<file path="src/rtl/bomba_alternador_if.sv">
// Pin bundle between the board sensor/contactor side and the lead/lag pump scheduler.
// The scheduler takes the slave view; whatever drives the pins takes the master view.
interface bomba_alternador_if;
  logic       ena_i;
  logic [2:0] sensores_i;
  logic [1:0] fallo_i;
  logic       borrar_i;
  logic [1:0] bomba_o;
  logic       lider_o;
  logic       alarma_o;
  logic [1:0] causa_o;
  logic [2:0] estado_o;

  modport master (
    output ena_i, sensores_i, fallo_i, borrar_i,
    input  bomba_o, lider_o, alarma_o, causa_o, estado_o
  );

  modport slave (
    input  ena_i, sensores_i, fallo_i, borrar_i,
    output bomba_o, lider_o, alarma_o, causa_o, estado_o
  );
endinterface

</file>
<file path="src/rtl/bomba_alternador.sv">
// Lead/lag scheduler for two fill pumps on one tank: debounced 3-level sensing,
// lead alternation, lag assist, minimum off time, run timeout and a latched alarm.
module bomba_alternador #(
  parameter int DEB       = 4,
  parameter int LAG_DELAY = 16,
  parameter int MAX_RUN   = 64,
  parameter int MIN_OFF   = 8
) (
  input logic               clk,
  input logic               rst_n,
  bomba_alternador_if.slave bus
);

  localparam logic [1:0] IDLE   = 2'd0;
  localparam logic [1:0] LLENA1 = 2'd1;
  localparam logic [1:0] LLENA2 = 2'd2;
  localparam logic [1:0] FALLA  = 2'd3;

  localparam logic [1:0] CAUSA_NONE    = 2'b00;
  localparam logic [1:0] CAUSA_SENS    = 2'b01;
  localparam logic [1:0] CAUSA_TIMEOUT = 2'b10;
  localparam logic [1:0] CAUSA_BOTH    = 2'b11;

  localparam logic [15:0] DEB_N    = 16'(DEB);
  localparam logic [15:0] LAG_LAST = 16'(LAG_DELAY - 1);
  localparam logic [15:0] RUN_LAST = 16'(MAX_RUN - 1);
  localparam logic [15:0] OFF_MIN  = 16'(MIN_OFF);

  logic [2:0]  sensSync1_q, sensSync2_q;
  logic [1:0]  falloSync1_q, falloSync2_q;
  logic [2:0]  niv_q, niv_d;
  logic [2:0]  cand_q, cand_d;
  logic [15:0] debCnt_q, debCnt_d;
  logic [15:0] debNext;

  logic [1:0]  state_q, state_d;
  logic        lider_q, lider_d;
  logic [1:0]  causa_q, causa_d;
  logic [15:0] offCnt_q, offCnt_d;
  logic [15:0] runCnt_q, runCnt_d;

  logic        nivValid;
  logic        bothFail;
  logic        leadFail;
  logic        lagFail;

  // Sensor synchronizers reset to "tank full" so the filter starts settled.
  always_ff @(posedge clk or negedge rst_n) begin
    if (!rst_n) begin
      sensSync1_q  <= 3'b111;
      sensSync2_q  <= 3'b111;
      falloSync1_q <= 2'b00;
      falloSync2_q <= 2'b00;
    end else begin
      sensSync1_q  <= bus.sensores_i;
      sensSync2_q  <= sensSync1_q;
      falloSync1_q <= bus.fallo_i;
      falloSync2_q <= falloSync1_q;
    end
  end

  // A new level is accepted only after DEB identical samples that differ from it.
  always_comb begin
    niv_d    = niv_q;
    cand_d   = cand_q;
    debCnt_d = debCnt_q;
    debNext  = (sensSync2_q == cand_q) ? debCnt_q + 16'd1 : 16'd1;
    if (sensSync2_q == niv_q) begin
      debCnt_d = '0;
    end else begin
      cand_d = sensSync2_q;
      if (debNext >= DEB_N) begin
        niv_d    = sensSync2_q;
        debCnt_d = '0;
      end else begin
        debCnt_d = debNext;
      end
    end
  end

  always_ff @(posedge clk or negedge rst_n) begin
    if (!rst_n) begin
      niv_q    <= 3'b111;
      cand_q   <= 3'b111;
      debCnt_q <= '0;
    end else begin
      niv_q    <= niv_d;
      cand_q   <= cand_d;
      debCnt_q <= debCnt_d;
    end
  end

  always_comb begin
    nivValid = (niv_q == 3'b000) || (niv_q == 3'b001) ||
               (niv_q == 3'b011) || (niv_q == 3'b111);
    bothFail = &falloSync2_q;
    leadFail = falloSync2_q[lider_q];
    lagFail  = falloSync2_q[~lider_q];
  end

  // Branch order encodes the priority: sensors, double fault, enable, timeout,
  // lead fault, tank full, lag start.
  always_comb begin
    state_d  = state_q;
    lider_d  = lider_q;
    causa_d  = causa_q;
    offCnt_d = (state_q == IDLE && offCnt_q < OFF_MIN) ? offCnt_q + 16'd1 : offCnt_q;
    runCnt_d = (state_q == LLENA1 || state_q == LLENA2) ? runCnt_q + 16'd1 : runCnt_q;

    if (state_q == FALLA) begin
      if (bus.borrar_i && nivValid && !bothFail) begin
        state_d  = IDLE;
        causa_d  = CAUSA_NONE;
        offCnt_d = '0;
      end
    end else if (!nivValid) begin
      state_d = FALLA;
      causa_d = CAUSA_SENS;
    end else if (bothFail) begin
      state_d = FALLA;
      causa_d = CAUSA_BOTH;
    end else if (!bus.ena_i) begin
      if (state_q != IDLE) begin
        state_d  = IDLE;
        offCnt_d = '0;
      end
    end else if (state_q == IDLE) begin
      if (!niv_q[0] && offCnt_q >= OFF_MIN) begin
        state_d  = LLENA1;
        runCnt_d = '0;
        if (leadFail) begin
          lider_d = ~lider_q;
        end
      end
    end else if (runCnt_q == RUN_LAST) begin
      state_d = FALLA;
      causa_d = CAUSA_TIMEOUT;
    end else if (state_q == LLENA1) begin
      if (leadFail) begin
        lider_d = ~lider_q;
      end else if (niv_q[2]) begin
        state_d  = IDLE;
        offCnt_d = '0;
        if (!lagFail) begin
          lider_d = ~lider_q;
        end
      end else if (runCnt_q == LAG_LAST && !niv_q[0] && !lagFail) begin
        state_d = LLENA2;
      end
    end else begin
      // Both pumps running: a single fault drops back to the survivor alone.
      if (leadFail) begin
        state_d = LLENA1;
        lider_d = ~lider_q;
      end else if (lagFail) begin
        state_d = LLENA1;
      end else if (niv_q[2]) begin
        state_d  = IDLE;
        offCnt_d = '0;
        lider_d  = ~lider_q;
      end
    end
  end

  always_ff @(posedge clk or negedge rst_n) begin
    if (!rst_n) begin
      state_q  <= IDLE;
      lider_q  <= 1'b0;
      causa_q  <= CAUSA_NONE;
      offCnt_q <= OFF_MIN;
      runCnt_q <= '0;
    end else begin
      state_q  <= state_d;
      lider_q  <= lider_d;
      causa_q  <= causa_d;
      offCnt_q <= offCnt_d;
      runCnt_q <= runCnt_d;
    end
  end

  always_comb begin
    case (state_q)
      LLENA1:  bus.bomba_o = lider_q ? 2'b10 : 2'b01;
      LLENA2:  bus.bomba_o = 2'b11;
      default: bus.bomba_o = 2'b00;
    endcase
    bus.lider_o  = lider_q;
    bus.alarma_o = (state_q == FALLA);
    bus.causa_o  = causa_q;
    bus.estado_o = {1'b0, state_q};
  end

endmodule

</file>
<file path="src/flat_wrapper.sv">
// flat-port wrapper written by rule: the top's interface ports become plain ports
module bomba_alternador_flat 
#(
  parameter int DEB       = 4,
  parameter int LAG_DELAY = 16,
  parameter int MAX_RUN   = 64,
  parameter int MIN_OFF   = 8
)
  (clk, rst_n, bus_ena_i, bus_sensores_i, bus_fallo_i, bus_borrar_i, bus_bomba_o, bus_lider_o, bus_alarma_o, bus_causa_o, bus_estado_o);
  bomba_alternador_if bus_i ();
  input logic clk;
  input logic rst_n;
  input wire logic [$bits(bus_i.ena_i)-1:0] bus_ena_i;
  input wire logic [$bits(bus_i.sensores_i)-1:0] bus_sensores_i;
  input wire logic [$bits(bus_i.fallo_i)-1:0] bus_fallo_i;
  input wire logic [$bits(bus_i.borrar_i)-1:0] bus_borrar_i;
  output wire logic [$bits(bus_i.bomba_o)-1:0] bus_bomba_o;
  output wire logic [$bits(bus_i.lider_o)-1:0] bus_lider_o;
  output wire logic [$bits(bus_i.alarma_o)-1:0] bus_alarma_o;
  output wire logic [$bits(bus_i.causa_o)-1:0] bus_causa_o;
  output wire logic [$bits(bus_i.estado_o)-1:0] bus_estado_o;
  assign bus_i.ena_i = bus_ena_i;
  assign bus_i.sensores_i = bus_sensores_i;
  assign bus_i.fallo_i = bus_fallo_i;
  assign bus_i.borrar_i = bus_borrar_i;
  assign bus_bomba_o = bus_i.bomba_o;
  assign bus_lider_o = bus_i.lider_o;
  assign bus_alarma_o = bus_i.alarma_o;
  assign bus_causa_o = bus_i.causa_o;
  assign bus_estado_o = bus_i.estado_o;
  bomba_alternador #(.DEB(DEB), .LAG_DELAY(LAG_DELAY), .MAX_RUN(MAX_RUN), .MIN_OFF(MIN_OFF)) u_core (.clk(clk), .rst_n(rst_n), .bus(bus_i));
endmodule
</file>
<file path="config.mk">
export PLATFORM = sky130hd
export DESIGN_NAME = bomba_alternador_flat
export DESIGN_NICKNAME = d
export VERILOG_FILES = /design/src/rtl/bomba_alternador_if.sv /design/src/rtl/bomba_alternador.sv /design/src/flat_wrapper.sv
export SDC_FILE = /design/constraint.sdc
export NUM_CORES = 1
export LEC_CHECK = 0
export ABC_AREA = 1
export ABC_CLOCK_PERIOD_IN_PS = 1700
export CORE_MARGIN = 2
export CORE_UTILIZATION = 46
export CTS_BUF_LIST = sky130_fd_sc_hd__clkbuf_4 sky130_fd_sc_hd__clkbuf_8
export DETAILED_ROUTE_END_ITERATION = 7
export PLACE_DENSITY_LB_ADDON = 0.25
export SYNTH_ARGS = -nofsm -noshare
export SYNTH_HDL_FRONTEND = slang
export SYNTH_SLANG_ARGS = --single-unit
</file>
<file path="constraint.sdc">
create_clock -name clk -period 1.7 [get_ports clk]
set_input_delay 0.34 -clock clk [delete_from_list [all_inputs] [get_ports clk]]
set_output_delay 0.34 -clock clk [all_outputs]
set_load 0.05 [all_outputs]
</file>
# After elaboration in Yosys (flattened, before gate mapping)
# Index checks and enable logic that the tools add are counted.
dict set report word_totals {
  ff_bits 69
  in_bits 9
  out_inout_bits 9
  elab_cells 132
}
dict set report op_classes {
  add_sub_neg 3
  magnitude_cmp 5
  eq_ne 23
  mux 63
  bitwise_logic 4
  n_reduce_logical 22
}
# cell n
set ops {}
lappend ops {{$mux 16} 24}
lappend ops {{$add 16x1->16 const B} 3}
lappend ops {{$mux 2} 23}
lappend ops {{$eq 16x4->1 const B} 1}
lappend ops {{$eq 16x6->1 const B} 1}
lappend ops {{$ge 16x3->1 const B} 1}
lappend ops {{$ge 16x4->1 const B} 1}
lappend ops {{$lt 16x4->1 const B} 1}
lappend ops {{$mux 1} 15}
lappend ops {{$ne 4x4->1 const B} 3}
lappend ops {{$ne 10x9->1 const B} 1}
lappend ops {{$ne 9x8->1 const B} 1}
lappend ops {{$reduce_and 9->1} 1}
lappend ops {{$ne 2x1->1 const B} 4}
lappend ops {{$ne 8x8->1 const B} 1}
lappend ops {{$eq 3x3->1} 2}
lappend ops {{$logic_and 1x1->1} 6}
lappend ops {{$ne 6x6->1 const B} 1}
lappend ops {{$reduce_and 6->1} 1}
lappend ops {{$ne 5x5->1 const B} 1}
lappend ops {{$eq 2x2->1 const B} 2}
lappend ops {{$logic_or 1x1->1} 4}
lappend ops {{$lt 1x2->1 const B} 2}
lappend ops {{$not 1->1} 4}
lappend ops {{other kinds (12)} 16}

# Depth between registers and ports, before layout
dict set report depth {
  depth_word 15
  depth_mapped 13
  ltp_nobuf 13
}

# Worst setup path before layout
# OpenSTA, ideal clock, no wires.
dict set report synth_timing {
  kind {flip-flop to output port}
  start {register u_core.state_q[0]}
  end {output port bus_bomba_o[0]}
  arrival_time_ps 2003
  required_ps 1360
  path_slack_ps -643
  path_stages_with_launch 5
  n_path_buf 0
  cell_sequence {dfrtp_1 -> inv_1 -> ha_1 -> inv_1 -> a21oi_1}
}
dict set report synth_via {
  elab_chain_len 2
  word_cells_on_any_way 3
  cone_classes {2 x eq/ne; 1 x mux}
}
# element line
set synth_lines {}
lappend synth_lines {{from (decl)} bomba_alternador.sv:36} ;# logic [1:0] state_q, state_d;
lappend synth_lines {{from (signal assigned)} bomba_alternador.sv:173} ;# state_q <= state_d;
lappend synth_lines {{$eq 2x2->1 or $eq 2x1->1 (tied branches)} bomba_alternador.sv:182} ;# case (state_q)
lappend synth_lines {{$pmux 2 s2 (*)} bomba_alternador.sv:182}
lappend synth_lines {{to (decl)} flat_wrapper.sv:17} ;# output wire logic [$bits(bus_i.bomba_o)-1:0] bus_bomba_o;
# Mark *: on every way between the ends. The rest lies on a longest branch, timed or not.

# Worst setup path after layout
# Same ends and word-level chain as after synthesis.

==> impl_results.md <==
* Required arrival time at the worst endpoint at 1.36 ns
* Worst R2R Path Depth at 11
* Share of the synthesized area in the top cell type at 38.7%
* Reg2reg start: u_core.state_q[0]$_DFFE_PN0P_
* Setup crit end kind: primary output
* Routed vias at roughly 3,100
* Yosys reg bits at 69
* Number of synthesized flops with an enable pin at 0
* Wirelength, routed at about 7700 um
* CTS root buffer: clkbuf_8
* Pre-CTS WS at -0.0783 ns
* Type of the most critical hold path: reg2reg
* Layout cell share with drive strength beyond 1 at 28.4%
* Clock latency on the worst-skew pair at 0.35 ns
* Fmax at a little over 500 MHz
* Count of different cell masters after synthesis at 37
* Clk_skew at 0.00659 ns
* RSZ-0062 raised after global routing: yes
* Nets at ~540
* Via-per-instance ratio at 4.85
* Clock slew seen by the registers of the worst setup and hold paths at 0.08 ns
* Setup-failing EPs final at 9
* Mapped Avg Cell Area at about 8.1 um2
* CTS tree: built
* First-pass GRT wire length at 12,800 um
* Largest net degree at the start of global routing at 32
* Die width at between 90 and 100 um
* CTS Sinks at 69
* Leading cell types in the layout, fill and taps excluded: nand2_1 (101), nor2_1 (63), dfrtp_1 (52)
* Peak VDD IR at 1220 uV
* Crit Path Category: reg2out
* Number of I/O pins at 18
* Hold wc startpoint: u_core.falloSync1_q[1]$_DFF_PN0_
* Final instance area at approximately 4700 um2
* Critical-path top delay cell: dfrtp_2
* Commonest non-fill, non-tap cell in the layout: nand2_1
* Vias in the first global route at a little under 3,000
* Top FF cell, synth: dfrtp_1
* Post-DP HPWL at 5370 um
* Gpl congestion at 0.880
* Max cap viols at 0
* Worst EP arrival at 1.61 ns
* Wire per inst at between 10 and 15 um
* Initial antenna violation count at 0
* Core box area at around 7700 um2
* Global-route usage over all layers at between 10% and 20%
* Crit path launch type: flip-flop
* Leak at approximately 0.0022 uW
* RR Endpoint: u_core.runCnt_q[13]$_DFF_PN0_
* CP max stage delay at 0.39 ns
* Sink of the worst hold path: u_core.falloSync2_q[1]$_DFF_PN0_
* Total CTS buffers at 9
* Fin. max-slew vios at 0
* Remaining routing DRC violations at 0
* Hold Path Stages at 0
* Starting Density at 47.1%
* Failing checks: negative setup slack
* H-tree depth at 3
* P&R area growth vs syn at 30.7%
* Grt total ovfl at 0
* Final period demand of the worst path at 1.95 ns
* Post-synth ARST share at 100%
* Synth area leaders: dfrtp_1 (39%), nand2_1 (11%), dfstp_2 (9.4%)
* Period utilization at 115%
* Cell taking the most area after synthesis: dfrtp_1
* Cells after synthesis at 446
* Total iterations of the first detailed-routing run at 5
* Antenna Diode Count at 0
* Cell family with most CP delay: buffers and inverters
* Fillers at 703
* Final worst slack at -0.250 ns
* Status: complete, but fails checks
* Pwr per Cell Area at 1670 nW/um2
* Die height at 92.7 um
* Port bufs at 16
* Flop2flop setup slack at -0.22 ns
* 1st-iter DRT viols at 131
* Row Count at 32
* Ys Warns at 0
* Die Area at around 8600 um2
* Fin. Hold Viols at 0
* Seq/Total Area, Yosys at around half
* Dpl cell area at 4250 um2
* CP max FO at 3
* Critical-path cell list: inv_2 > ha_4 > buf_6 > clkinvlp_4 > a21oi_4 > buf_12
* ANT nets after route at 0
* CTS Buffer Depth at 2
* Critical path buffers and inverters at 4
* Post-Syn Area at 3620 um2
[registers in the layout, summed over array words and instances (netlist names)]
signal / count
u_core.bus.lider_o: 1
u_core.offCnt_q: 16
u_core.state_q: 2
u_core.cand_q: 3
u_core.runCnt_q: 16
u_core.bus.causa_o: 2
u_core.falloSync1_q: 2
u_core.debCnt_q: 16
u_core.falloSync2_q: 2
u_core.niv_q: 3
u_core.sensSync1_q: 3
u_core.sensSync2_q: 3
[what timing repair did]
| action | CTS | global route |
|---|---|---|
| setup buffers | 4 | 12 |
| gates resized for setup | 5 | 45 |
| endpoints found under the setup margin | 4 | 40 |
| pin swaps | 5 | 13 |
| hold endpoints to repair | 13 | 0 |
| hold buffers | 1 | 0 |
[metal layers]
metal | track usage [%] | part of all wire (%) | wire (um) | vias up
met5 | 0 | 0 | 0 | -
li1 | - | - | - | 1547
met2 | 31.0 | 50 | 3850 | 64
met1 | 24.5 | 45 | 3480 | 1437
met4 | 8.58 | 1.5 | 115 | 0
met3 | 3.66 | 3.6 | 280 | 11
[logic make-up after synthesis]
kind of cell / synth area share (%)
buf+inv: 6.99
compound gates: 6.36
flops: 48.2
simple gates: 30.8
fa+ha+maj: 2.77
other cells: 0.104
xor+xnor: 4.84
[how the worst max path moves through the flow]
| stage | startpoint | to | slack, ns | cells after the start |
|---|---|---|---|---|
| 3_5_place_dp | u_core.state_q[1]$_DFFE_PN0P_ | u_core.runCnt_q[13]$_DFF_PN0_ | -0.08 | 10 |
| 3_3_place_gp | u_core.state_q[1]$_DFFE_PN0P_ | u_core.runCnt_q[13]$_DFF_PN0_ | 0.0007 | 10 |
| 6_report | u_core.state_q[0]$_DFFE_PN0P_ | bus_bomba_o[0] | -0.25 | 6 |
| 2_1_floorplan | u_core.state_q[1]$_DFFE_PN0P_ | u_core.runCnt_q[13]$_DFF_PN0_ | -0.23 | 10 |
| 5_1_grt | u_core.state_q[0]$_DFFE_PN0P_ | u_core.runCnt_q[15]$_DFF_PN0_ | -0.34 | 10 |
| 4_1_cts | u_core.state_q[1]$_DFFE_PN0P_ | bus_bomba_o[0] | -0.24 | 6 |
[metrics by stage]
| stage | cells | util [%] | hold WS, ns | setup TNS [ns] | total power [uW] |
|---|---|---|---|---|---|
| 2_1_floorplan | 460 | - | 0.0444 | -0.627 | 4780 |
| 5_1_grt | 631 | 61.5 | 0.356 | -2.98 | 8410 |
| 6_report | 631 | 61.5 | 0.352 | -1.31 | 7870 |
| 3_5_place_dp | 598 | 55.2 | 0.298 | -0.0906 | 5980 |
| 3_3_place_gp | 598 | 55.2 | 0.294 | 0 | 5900 |
| 4_1_cts | 619 | 58.4 | 0.353 | -0.780 | 7470 |
[cell usage after synthesis, types with 2 or more instances]
library cell and instances:
xor2_1 10, dfstp_2 13, nand2_2 3, nor2_4 2
nor3_1 5, nand2_1 108, nor2_2 4, dfrtp_1 56
nor3_2 3, buf_4 3, a21oi_1 13, nand3_2 2
nor2_1 76, nand3_1 27, xnor2_1 10, inv_2 3
inv_1 54, nand4_1 14, o21bai_1 6, o21ai_1 2
ha_1 8, o21ai_0 9
[power by group]
| part | internal, uW | switching (uW) | leakage (uW) |
|---|---|---|---|
| clock network | 551 | 700 | 0.0000886 |
| logic | 1780 | 2400 | 0.00132 |
| registers | 2080 | 355 | 0.000822 |
| total | 4420 | 3450 | 0.00223 |
[final cells by class]
class                           instances  area (um2)  area share, %
Multi-Input combinational cell        329        1880           39.7
Sequential cell                        69        1750           37.0
Timing Repair Buffer                   57         566           12.0
Clock inverter                          7        57.6           1.22
Inverter                               58         228           4.82
Tap cell                              102         128           2.70
Clock buffer                            9         124           2.62
No activity file was read; power rests on OpenSTA's default activity.
